## src/rtl/cpu_pkg.sv

```systemverilog
// Shared CPU constants: instruction width, default address width / reset PC,
// and the fetch FSM state encoding.
package cpu_pkg;

   localparam int INSTR_W      = 16;
   localparam int ADDR_W_DEF   = 8;
   localparam int RESET_PC_DEF = 0;
   localparam int LAT_CNT_W    = 4;

   localparam logic [1:0] ST_IDLE  = 2'd0;
   localparam logic [1:0] ST_FETCH = 2'd1;
   localparam logic [1:0] ST_WAIT  = 2'd2;
   localparam logic [1:0] ST_EXEC  = 2'd3;

endpackage

```

## src/rtl/fetch_unit_pc_counter.sv

```systemverilog
// Program counter register: load beats increment beats hold; wraps modulo 2^ADDR_W.
module pc_counter
   import cpu_pkg::*;
#(
   parameter int ADDR_W   = ADDR_W_DEF,
   parameter int RESET_PC = RESET_PC_DEF
) (
   input  logic                clk,
   input  logic                rst,
   input  logic                load,
   input  logic                inc,
   input  logic [ADDR_W-1:0]   load_val,
   output logic [ADDR_W-1:0]   pc,
   output logic [INSTR_W-1:0]  pc_out
);

   always_ff @(posedge clk or negedge rst) begin
      if (!rst) begin
         pc <= ADDR_W'(RESET_PC);
      end else if (load) begin
         pc <= load_val;
      end else if (inc) begin
         pc <= pc + ADDR_W'(1);
      end
   end

   assign pc_out = INSTR_W'(pc);

endmodule

```

## src/rtl/fetch_unit.sv

```systemverilog
// Instruction fetch stage: owns PC and instruction register, shares the RAM
// address port with control-unit data accesses.
module fetch_unit
   import cpu_pkg::*;
#(
   parameter int ADDR_W   = ADDR_W_DEF,
   parameter int RAM_LAT  = 1,
   parameter int RESET_PC = RESET_PC_DEF
) (
   input  logic                clk,
   input  logic                rst,
   output logic [ADDR_W-1:0]   ram_addr,
   output logic                ram_rd,
   input  logic [INSTR_W-1:0]  ram_rdata,
   input  logic                data_sel,
   input  logic [ADDR_W-1:0]   data_addr,
   input  logic [INSTR_W-1:0]  bus_in,
   input  logic                pc_load,
   output logic [INSTR_W-1:0]  pc_out,
   output logic [INSTR_W-1:0]  instr,
   output logic                instr_valid,
   input  logic                instr_done
);

   logic [1:0]           state;
   logic [LAT_CNT_W-1:0] wait_cnt;
   logic [ADDR_W-1:0]    pc;
   logic                 pc_load_en;
   logic                 pc_inc;
   logic                 capture;
   logic                 unused_bus;

   assign unused_bus = ^bus_in;

   assign capture    = (state == ST_WAIT) && (wait_cnt == '0);
   assign pc_load_en = (state == ST_EXEC) && pc_load;
   assign pc_inc     = capture;

   assign ram_addr = data_sel ? data_addr : pc;
   // The RAM latches its address on ram_rd, so only FETCH needs the port free.
   assign ram_rd   = rst && (state == ST_FETCH) && !data_sel;

   pc_counter #(
      .ADDR_W   (ADDR_W),
      .RESET_PC (RESET_PC)
   ) u_pc (
      .clk      (clk),
      .rst      (rst),
      .load     (pc_load_en),
      .inc      (pc_inc),
      .load_val (bus_in[ADDR_W-1:0]),
      .pc       (pc),
      .pc_out   (pc_out)
   );

   always_ff @(posedge clk or negedge rst) begin
      if (!rst) begin
         state       <= ST_IDLE;
         wait_cnt    <= '0;
         instr       <= '0;
         instr_valid <= 1'b0;
      end else begin
         case (state)
            ST_IDLE: state <= ST_FETCH;
            ST_FETCH: begin
               if (!data_sel) begin
                  wait_cnt <= LAT_CNT_W'(RAM_LAT - 1);
                  state    <= ST_WAIT;
               end
            end
            ST_WAIT: begin
               if (wait_cnt != '0) begin
                  wait_cnt <= wait_cnt - LAT_CNT_W'(1);
               end else begin
                  instr       <= ram_rdata;
                  instr_valid <= 1'b1;
                  state       <= ST_EXEC;
               end
            end
            ST_EXEC: begin
               if (instr_done) begin
                  instr_valid <= 1'b0;
                  state       <= ST_FETCH;
               end
            end
            default: state <= ST_IDLE;
         endcase
      end
   end

endmodule
```

## config.mk

```make
export PLATFORM = sky130hd
export DESIGN_NAME = fetch_unit
export DESIGN_NICKNAME = d
export VERILOG_FILES = /design/src/rtl/cpu_pkg.sv /design/src/rtl/fetch_unit_pc_counter.sv /design/src/rtl/fetch_unit.sv
export SDC_FILE = /design/constraint.sdc
export NUM_CORES = 1
export LEC_CHECK = 0
export ABC_AREA = 1
export CAP_MARGIN = 20
export CORE_AREA = 5 5 97 63
export DETAILED_ROUTE_END_ITERATION = 12
export DIE_AREA = 0 0 102 68
export GPL_TIMING_DRIVEN = 1
export PLACE_DENSITY = 0.8
export SLEW_MARGIN = 20
export SYNTH_ARGS = -nofsm -noshare
export SYNTH_HDL_FRONTEND = slang
export SYNTH_SLANG_ARGS = --single-unit
```

## constraint.sdc

```tcl
create_clock -name clk -period 1.4 [get_ports clk]
set_input_delay 0.21 -clock clk [delete_from_list [all_inputs] [get_ports clk]]
set_output_delay 0.21 -clock clk [all_outputs]
set_load 0.03 [all_outputs]
```

; ---- Yosys cells after proc, flatten, opt, wreduce, memory -nomap -nowiden
; Index checks and enable logic that the tools add are counted.
[word_totals]
inputBits = 45
output_inout_bits = 42
ff_bits = 31
word_cells = 43
[op_classes]
bitwise = 1
n_addsub = 2
mux = 13
reduce_logical = 15
n_eq_ne = 7
[ops]
columns = cell, n
row1 = $mux 8, 3
row2 = $reduce_and 3->1, 3
row3 = $add 8x1->8 const B, 1
row4 = $mux 4, 2
row5 = $pmux 2 s4, 1
row6 = $pmux 4 s2, 1
row7 = $mux 2, 3
row8 = $ne 2x2->1 const B, 3
row9 = $reduce_bool 2->1, 3
row10 = $eq 2x2->1 const B, 2
row11 = $logic_and 1x1->1, 4
row12 = $logic_not 4->1, 1
row13 = $reduce_bool 4->1, 1
row14 = $sub 4x1->4 const B, 1
row15 = $eq 2x1->1 const B, 1
row16 = $logic_not 2->1, 1
row17 = $mux 1, 2
row18 = $ne 2x1->1 const B, 1
row19 = $pmux 1 s2, 1
row20 = $reduce_and 2->1, 1
row21 = $logic_not 1->1, 1
row22 = $not 1->1, 1

; ---- Logic depth before layout (Yosys ltp)
; Gate-level depths: netlist of the first run.
[depth]
ltp_word = 4
mapped_depth = 9

; ---- Hierarchy
; From an unflattened synthesis of the first run, not the netlist that was laid out.
[hier_totals]
cells_unflattened = 220
area_unflattened_um2 = 1826.8
[modules_own_cells]
columns = mod, area_each_um2, n_inst, cells_per_inst, seq_area_each_um2
row1 = fetch_unit, 1203.7, 1, 141, 575.6
row2 = pc_counter, 623.1, 1, 79, 200.2

; ---- Least setup slack after synthesis of the first run
; No wires, ideal clock.
[synth_path]
kind = register -> output
startpoint = reg u_pc.pc[3]
endpoint = out ram_addr[3]
arrival_time_ps = 1344
t_required_ps = 1190
path_stages_with_launch = 3
path_slack_ps = -154
cell_sequence = dfrtp_1 > inv_1 > o21ai_0
[synth_between]
elab_chain_cells = 1
[synth_lines]
columns = item, line_no
row1 = start: declaration, fetch_unit_pc_counter.sv:13  ; output logic [ADDR_W-1:0] pc,
row2 = start signal: assignment, fetch_unit_pc_counter.sv:19  ; pc <= ADDR_W'(RESET_PC);
row3 = start signal: assignment, fetch_unit_pc_counter.sv:21  ; pc <= load_val;
row4 = start signal: assignment, fetch_unit_pc_counter.sv:23  ; pc <= pc + ADDR_W'(1);
row5 = $mux 8, fetch_unit.sv:39  ; assign ram_addr = data_sel ? data_addr : pc;
row6 = end: declaration, fetch_unit.sv:12  ; output logic [ADDR_W-1:0] ram_addr,
; Every way passes these cells.

; ---- Worst setup path after layout of the first run
[layout_path]
startpoint = reg state[1]
endpoint = out ram_rd
[layout_between]
elab_chain_cells = 3
[layout_lines]
columns = item, line_no
row1 = start: declaration, fetch_unit.sv:25  ; logic [1:0] state;
row2 = start signal: assignment, fetch_unit.sv:58  ; state <= ST_IDLE;
row3 = start signal: assignment, fetch_unit.sv:64  ; ST_IDLE: state <= ST_FETCH;
row4 = start signal: assignment, fetch_unit.sv:68  ; state <= ST_WAIT;
row5 = $eq 2x1->1, fetch_unit.sv:41  ; assign ram_rd = rst && (state == ST_FETCH) && !data_sel;
row6 = $logic_and 1x1->1 (2 in a row), fetch_unit.sv:41
row7 = end: declaration, fetch_unit.sv:13  ; output logic ram_rd,
; Every way passes these cells.

==> results.toml, run 1 <==
[outcome]
outcome = "complete, no violations"

[worst_setup_path]
cp-endpoint = "ram_rd"
slowest_delay_ns = 0.40
crit_type = "reg2out"
critPathMaxFanout = 3
crit_path_start = "state[1]"
cpLargestDelayFamily = "flip-flops"
reg2reg_to = "wait_cnt[2]"
reg2reg_depth = 9
cp.buffers_inverters = 2
end_kind = "primary output"
critical_path_arrival_ns = 1.16
crit_required_ns = 1.19
cp.depth = 5
crit_slowest_cell = "dfrtp_1"
reg2reg_slack_ns = 0.06
r2r-start = "state[0]"
start_kind = "register"
path_cells = "inv_2 -> ha_4 -> nand2_4 -> nor2_4 -> buf_6"

[sta]
final_max_slew_viol_count = 0
setup_viol = 0
rsz0062_at_grt = "yes"
setup_tns_ns = 0
min_period_over_period = 0.9755
fin_skew_ns = 0.007002
fmax_ghz = 0.7322
fin_crit_ns = 1.366
hold_viol = 0

[floorplan]
rows = 21
dieWidth_um = 102
core-area_sq_um = 5229
die_h_um = 68
initial_core_util = 0.3362
die_area_sq_um = 6936
ioPinCount = 87

[yosys]
synth_warnings = 0
ys_types = 26
netlist_area_sq_um = 1758
avgSynthCellArea_sq_um = 7.513
postSynthCellCount = 234
ys_ff_latch = 31
yosysSeqAreaShare = 0.4413

[power_and_ir_drop]
worst_ir_drop_vdd_mv = 0.9179
power_mw = 6.114
p_leak_nw = 1.472
power_density_nw_per_um2 = 2195

[layout]
finalNetCount = 375
final_common_cell = "nand2_1"
drive_above_1_share = 0.1871
final_area_sq_um = 2785
antenna_cells = 0
final_cell_mix = "nand2_1 (67), clkdlybuf4s50_1 (35), inv_1 (31), dfrtp_1 (30), dlygate4sd2_1 (26)"
finalNonFillerCells = 395
syn_to_final_growth_pct = 58.43

[clock_tree]
numClockSinks = 31
root_buffer = "clkbuf_8"
cts-buffers-inserted = 5
holdBufCountCts = 0
htreeDepth = 2
cts_tree = "done"
clk_pin_slew_ns = 0.06
cts_max_path_buffers = 2
clk_latency_ns = 0.28

[job]
drv_cap = 0

[global_routing]
antenna_found_initial = 0
grt_pass1_vias = 1664
grt_use_total = 0.1414
globalRouteOverflowTotal = 0
grt_pass1_wl_um = 7659
grt_max_degree = 32

[place]
io_buffers = 70
hpwlAfterDp_um = 3662
post-place-cells = 382
placed_area_sq_um = 2586
gp_congestion = 0.7796

[route]
antenna_left = 0
drt_iter0_markers = 74
drt-total-wl_um = 4742
dr_total_vias = 1710
wl_per_cell_um = 12.01
first_pass_iters = 4
viasPerCell = 4.329
drc = 0

[min_path]
hold_class = "in2reg"
[logic make-up (layout without fill, tap and decap cells)]
| group | after synthesis | count (layout) | synth area share |
|---|---|---|---|
| AND/OR/NAND/NOR | 110 | 110 | 0.2683 |
| AO/OA/AOI/OAI | 34 | 34 | 0.09893 |
| flip-flops | 31 | 31 | 0.4413 |
| other | 1 | 8 | 0.002133 |
| adder cells (fa/ha/maj) | 5 | 5 | 0.03559 |
| buffers and inverters | 51 | 136 | 0.1438 |
| XOR/XNOR | 2 | 2 | 0.009966 |
[through the flow]
| step | utilization | setup slack [ns] | hold WS, ns |
|---|---|---|---|
| global route | 0.5327 | -0.02796 | 0.4794 |
| finish | 0.5327 | 0.03430 | 0.4664 |
| floorplan | - | 0.01575 | -0.08559 |
| detailed placement | 0.4946 | -0.09000 | 0.4761 |
| global placement | 0.4946 | -0.05167 | 0.4642 |
| CTS | 0.5181 | -0.01135 | 0.4589 |
[worst register-to-register path, delay by kind of cell (launching register included)]
family | cells | cell delay, ns
DFF | 1 | 0.44
AOI/OAI and AO/OA | 1 | 0.08
adders and majority gates | 1 | 0.19
buffers and inverters | 3 | 0.25
and+or+nand+nor | 4 | 0.32
[report_power, final]
group | total (mW) | switching, mW | internal, mW
logic | 3.76 | 2.27 | 1.49
registers | 1.59 | 0.263 | 1.33
clock network | 0.764 | 0.316 | 0.448
[Yosys cell counts (all sizes together)]
library cell | instances | area share
or2 | 2 | 0.0071
nand3 | 17 | 0.056
ha | 5 | 0.036
nor2 | 18 | 0.043
o211ai | 1 | 0.0043
buf | 13 | 0.060
o21ai | 31 | 0.088
inv | 36 | 0.078
xor2 | 2 | 0.010
clkbuf | 2 | 0.0050
nand4 | 1 | 0.0036
conb | 1 | 0.0021
a21oi | 1 | 0.0028
o22ai | 1 | 0.0036
dfrtp | 31 | 0.44
nand2 | 72 | 0.16
[sequential cells by signal, summed over array words and instances, names as in the netlist]
name	count
state	2
u_pc.pc	8
instr_valid	1
instr	16
wait_cnt	4
[worst min path at each step]
stage | startpoint | to | depth (start not counted)
floorplan | rst | instr[0] | 0
finish | ram_rdata[10] | instr[10] | 3
detailed placement | instr[8] | instr[8] | 2
global route | bus_in[0] | u_pc.pc[0] | 3
CTS | rst | u_pc.pc[2] | 2
global placement | instr[2] | instr[2] | 2
[final cells by class]
class,count,area [sq um]
clock buffers,8,100.1
fillers,503,2444
inverters,36,140.1
multi-input cells,159,830.8
flip-flops and latches,31,777.0
well taps,69,86.33
repair buffers,92,850.8
[routing by layer]
| metal | wire length, um | track usage | vias to the layer above | share of wire |
|---|---|---|---|---|
| met5 | 0 | 0 | - | 0 |
| met4 | 42 | 0.03928 | 0 | 0.0089 |
| met3 | 292 | 0.04582 | 5 | 0.062 |
| met2 | 2217 | 0.2160 | 44 | 0.47 |
| met1 | 2190 | 0.1928 | 775 | 0.46 |
| li1 | - | - | 886 | - |
[what timing repair did]
action | in CTS | in global routing
resized for setup | 37 | 16
setup buffers | 3 | 2
pin swaps | 4 | 6
setup endpoints to repair | 33 | 27
Note: power is estimated with default switching activity, not from simulation.
==> inputs of run 2 (changes only) <==
- CORE_AREA: 5 5 97 63 -> 8 8 100 66
- CTS_CLUSTER_SIZE: default -> 30
- DIE_AREA: 0 0 102 68 -> 0 0 108 74
==> results.toml, run 2 (synthesized netlist as in run 1, its figures left out) <==
[outcome]
outcome = "finished, violations left"
violations = "setup timing"

[floorplan]
die_h_um = 74
initial_core_util = 0.3362
die_area_sq_um = 7992
ioPinCount = 87
rows = 21
dieWidth_um = 108
core-area_sq_um = 5229

[sta]
fin_crit_ns = 1.441
final_max_slew_viol_count = 0
min_period_over_period = 1.029
fmax_ghz = 0.6939
rsz0062_at_grt = "yes"
setup_viol = 2
fin_skew_ns = 0.004668
hold_viol = 0
worst_slack_ns = -0.04103

[route]
drc = 0
drt_iter0_markers = 81
drt-total-wl_um = 4899
first_pass_iters = 4
dr_total_vias = 1696
wl_per_cell_um = 12.53
antenna_left = 0
viasPerCell = 4.338

[layout]
drive_above_1_share = 0.2050
regMostFlops = "instr"
finalNetCount = 371
final_cell_mix = "nand2_1 (66), clkdlybuf4s50_1 (35), inv_1 (29), dfrtp_1 (28), dlygate4sd2_1 (25)"
antenna_cells = 0
finalNonFillerCells = 391
largest_reg_flops = 16
reg_top3 = "instr: 16 flops, u_pc.pc: 8 flops, wait_cnt: 4 flops"
final_common_cell = "nand2_1"
syn_to_final_growth_pct = 57.51
final_area_sq_um = 2769

[clock_tree]
cts_max_path_buffers = 2
cts_tree = "done"
clk_pin_slew_ns = 0.07
clk_latency_ns = 0.28
root_buffer = "clkbuf_8"
numClockSinks = 31
htreeDepth = 2
cts-buffers-inserted = 5

[worst_setup_path]
reg2reg_depth = 7
crit_type = "reg2reg"
reg2reg_slack_ns = -0.04
critical_path_arrival_ns = 1.65
reg2reg_to = "instr_valid"
crit_required_ns = 1.61
start_kind = "register"
critPathMaxFanout = 3
end_kind = "register"
r2r-start = "state[1]"

[place]
hpwlAfterDp_um = 3870
placed_area_sq_um = 2581
io_buffers = 70
post-place-cells = 380
gp_congestion = 0.8381

[job]
drv_cap = 0

[global_routing]
globalRouteOverflowTotal = 0
grt_pass1_wl_um = 8286
grt_pass1_vias = 1768
grt_max_degree = 34
antenna_found_initial = 0
grt_use_total = 0.1295

[power_and_ir_drop]
worst_ir_drop_vdd_mv = 0.9659
power_density_nw_per_um2 = 2198
p_leak_nw = 1.447

[min_path]
hold_class = "in2async"
==> run 2: changes by cell type in the layout (fill, tap and decap cells not counted), sizes merged <==
cell | before | now
clkbuf | 8 | 6
clkinv | 0 | 1
buf | 31 | 28
dlygate4sd2 | 26 | 25
clkinvlp | 0 | 1
==> run 2: cell type report <==
type                    instances  area [sq um]
fillers                       519          2460
multi-input cells             159         849.6
repair buffers                 88         828.3
flip-flops and latches         31         779.5
inverters                      36         140.1
well taps                      69         86.33
clock buffers                   6         72.57
clock inverters                 2         12.51
==> run 2: how the worst max path moves through the flow <==
stage / cells after the start / startpoint / to
floorplan: 6 / u_pc.pc[0] / u_pc.pc[2]
CTS: 4 / state[0] / ram_rd
detailed placement: 5 / data_sel / ram_addr[4]
global route: 5 / state[1] / ram_rd
finish: 7 / state[1] / instr_valid
global placement: 5 / data_sel / ram_addr[1]
==> run 2: metal layers <==
metal,global-route usage,share of wire
met4,0.02141,0.0022
met5,0,0
met2,0.2008,0.45
met1,0.1623,0.45
met3,0.06142,0.095
==> run 2: worst max-delay path: stages, from the launching register on <==
cell	delay (ns)
dfrtp_1	0.40
buf_4	0.16
ha_2	0.18
buf_4	0.15
or2_2	0.30
nand3_2	0.07
nand2_1	0.05
o21ai_1	0.06
==> run 2: where the power goes <==
part           total [mW]  internal, mW  switching [mW]
combinational        3.79          1.50            2.29
sequential           1.62          1.33           0.285
clock               0.678         0.347           0.332
==> run 2: metrics by stage <==
step	setup TNS, ns	worst slack [ns]	hold slack, ns	total power, mW	util
global placement	-0.3011	-0.05160	0.4641	5.200	0.4937
global route	-0.7837	-0.08287	0.4822	6.626	0.5296
finish	-0.04582	-0.04103	0.4442	6.086	0.5296
detailed placement	-0.3602	-0.05954	0.4737	5.304	0.4937
CTS	-0.03517	-0.02167	0.4544	5.871	0.5116
floorplan	0	0.01575	-0.08559	3.812	-
==> run 2: repair_timing <==
item	4_1_cts	5_1_grt
resized for setup	33	27
endpoints found under the setup margin	34	39
buffers inserted	2	1
pin swaps	0	2
hold buffers	0	0
==> inputs of run 3 (changes only) <==
- CTS_BUF_LIST: default -> sky130_fd_sc_hd__clkbuf_16
==> results.toml, run 3 (synthesized netlist as in run 1, its figures left out) <==
[job]
drv_cap = 0

[worst_setup_path]
slowest_delay_ns = 0.44
critical_path_arrival_ns = 1.62
crit_required_ns = 1.60
start_kind = "register"
critPathMaxFanout = 4
crit_slowest_cell = "dfrtp_2"
crit_type = "reg2reg"
cpLargestDelayFamily = "flip-flops"
cp.buffers_inverters = 1
end_kind = "register"
path_cells = "ha_1 -> buf_4 -> or2_2 -> nand3_1 -> nand2_1 -> o21ai_1"

[route]
drt-total-wl_um = 4867
dr_total_vias = 1679
viasPerCell = 4.294
wl_per_cell_um = 12.45
drc = 0
drt_iter0_markers = 80
first_pass_iters = 4
antenna_left = 0

[layout]
largest_reg_flops = 16
finalNetCount = 371
reg_top3 = "instr: 16 flops, u_pc.pc: 8 flops, wait_cnt: 4 flops"
final_cell_mix = "nand2_1 (68), clkdlybuf4s50_1 (35), inv_1 (33), dfrtp_1 (28), dlygate4sd2_1 (25)"
drive_above_1_share = 0.1739
syn_to_final_growth_pct = 58.36
antenna_cells = 0
regMostFlops = "instr"
final_common_cell = "nand2_1"

[global_routing]
use_met1 = 0.1633
grt_pass1_vias = 1780
grt_use_met2 = 0.2022
use_met3 = 0.05363
globalRouteOverflowTotal = 0
grt_pass1_wl_um = 8321
grt_use_total = 0.1308
grt_max_degree = 34
antenna_found_initial = 0
grt.busiest_layer = "met2"

[sta]
min_period_over_period = 1.012
fmax_ghz = 0.7057
fin_skew_ns = 0.004938
setup_tns_ns = -0.03251
hold_ws_ns = 0.4681
worst_slack_ns = -0.01702
hold_viol = 0
rsz0062_at_grt = "yes"
fin_crit_ns = 1.417
final_max_slew_viol_count = 0
setup_viol = 2

[power_and_ir_drop]
worst_ir_drop_vdd_mv = 1.076
power_density_nw_per_um2 = 2264
p_leak_nw = 1.470

[min_path]
hold_class = "in2async"

[clock_tree]
clk_pin_slew_ns = 0.05
cts_tree = "done"
holdBufCountCts = 0
clk_latency_ns = 0.27
root_buffer = "clkbuf_16"
numClockSinks = 31
cts_max_path_buffers = 2
htreeDepth = 2
cts-buffers-inserted = 5

[floorplan]
dieWidth_um = 108
die_area_sq_um = 7992
core-area_sq_um = 5229
rows = 21
die_h_um = 74
ioPinCount = 87
initial_core_util = 0.3362

[place]
hpwlAfterDp_um = 3870
gp_congestion = 0.8381
io_buffers = 70

[outcome]
violations = "setup timing"
outcome = "finished, violations left"
-- run 3: changes by cell type in the layout (fill, tap and decap cells not counted), sizes merged --
cell	delta
clkbuf	-1
inv	+1
-- run 3: cell type report --
class                           count  area (sq um)
Clock buffer                        5         125.1
Clock inverter                      3         16.27
Fill cell                         507          2445
Inverter                           36         140.1
Multi-Input combinational cell    159         815.8
Sequential cell                    31         779.5
Tap cell                           69         86.33
Timing Repair Buffer               88         820.8
-- run 3: report_power, final --
part           switching (mW)  internal (mW)  total [mW]
clock                   0.365          0.647        1.01
sequential              0.284           1.33        1.62
combinational            2.24           1.43        3.68
total                    2.89           3.41        6.30
-- run 3: stage by stage --
step	cells	area, sq um	setup slack, ns	utilization	power (mW)
final	391	2784	-0.01702	0.5324	6.304
after global routing	391	2784	-0.08953	0.5324	6.835
after CTS	390	2724	-0.01258	0.5209	6.200
after detailed placement	380	2581	-0.05954	0.4937	5.304
after global placement	380	2581	-0.05160	0.4937	5.200
after floorplan	241	1784	0.01575	-	3.812
-- run 3: worst register-to-register path, delay by kind of cell, from the launching register on --
| family | cells | cell delay (ns) |
|---|---|---|
| AOI/OAI and AO/OA | 1 | 0.06 |
| adders and majority gates | 1 | 0.26 |
| buffers and inverters | 1 | 0.15 |
| DFF | 1 | 0.44 |
| and+or+nand+nor | 3 | 0.44 |
-- run 3: what timing repair did --
action | 4_1_cts | 5_1_grt
gates resized for setup | 31 | 14
pin swaps | 0 | 1
setup buffers | 2 | 1
endpoints found under the setup margin | 34 | 34
-- run 3: per-layer routing --
metal	part of all wire	routed length, um
met1	0.46	2261
met2	0.45	2198
met3	0.078	380
met4	0.0055	27
met5	0	0
-- run 3: final timing paths --
path,from,to,slack [ns],cells past startpoint
worst max-delay path,state[0],instr_valid,-0.02,6
worst min-delay path,rst,u_pc.pc[3],0.47,2
worst max register to register,state[0],instr_valid,-0.02,6
worst min register to register,instr[4],instr[4],0.48,2
max in group asynchronous,rst,state[0],0.63,2
min in group clk,instr[4],instr[4],0.48,2
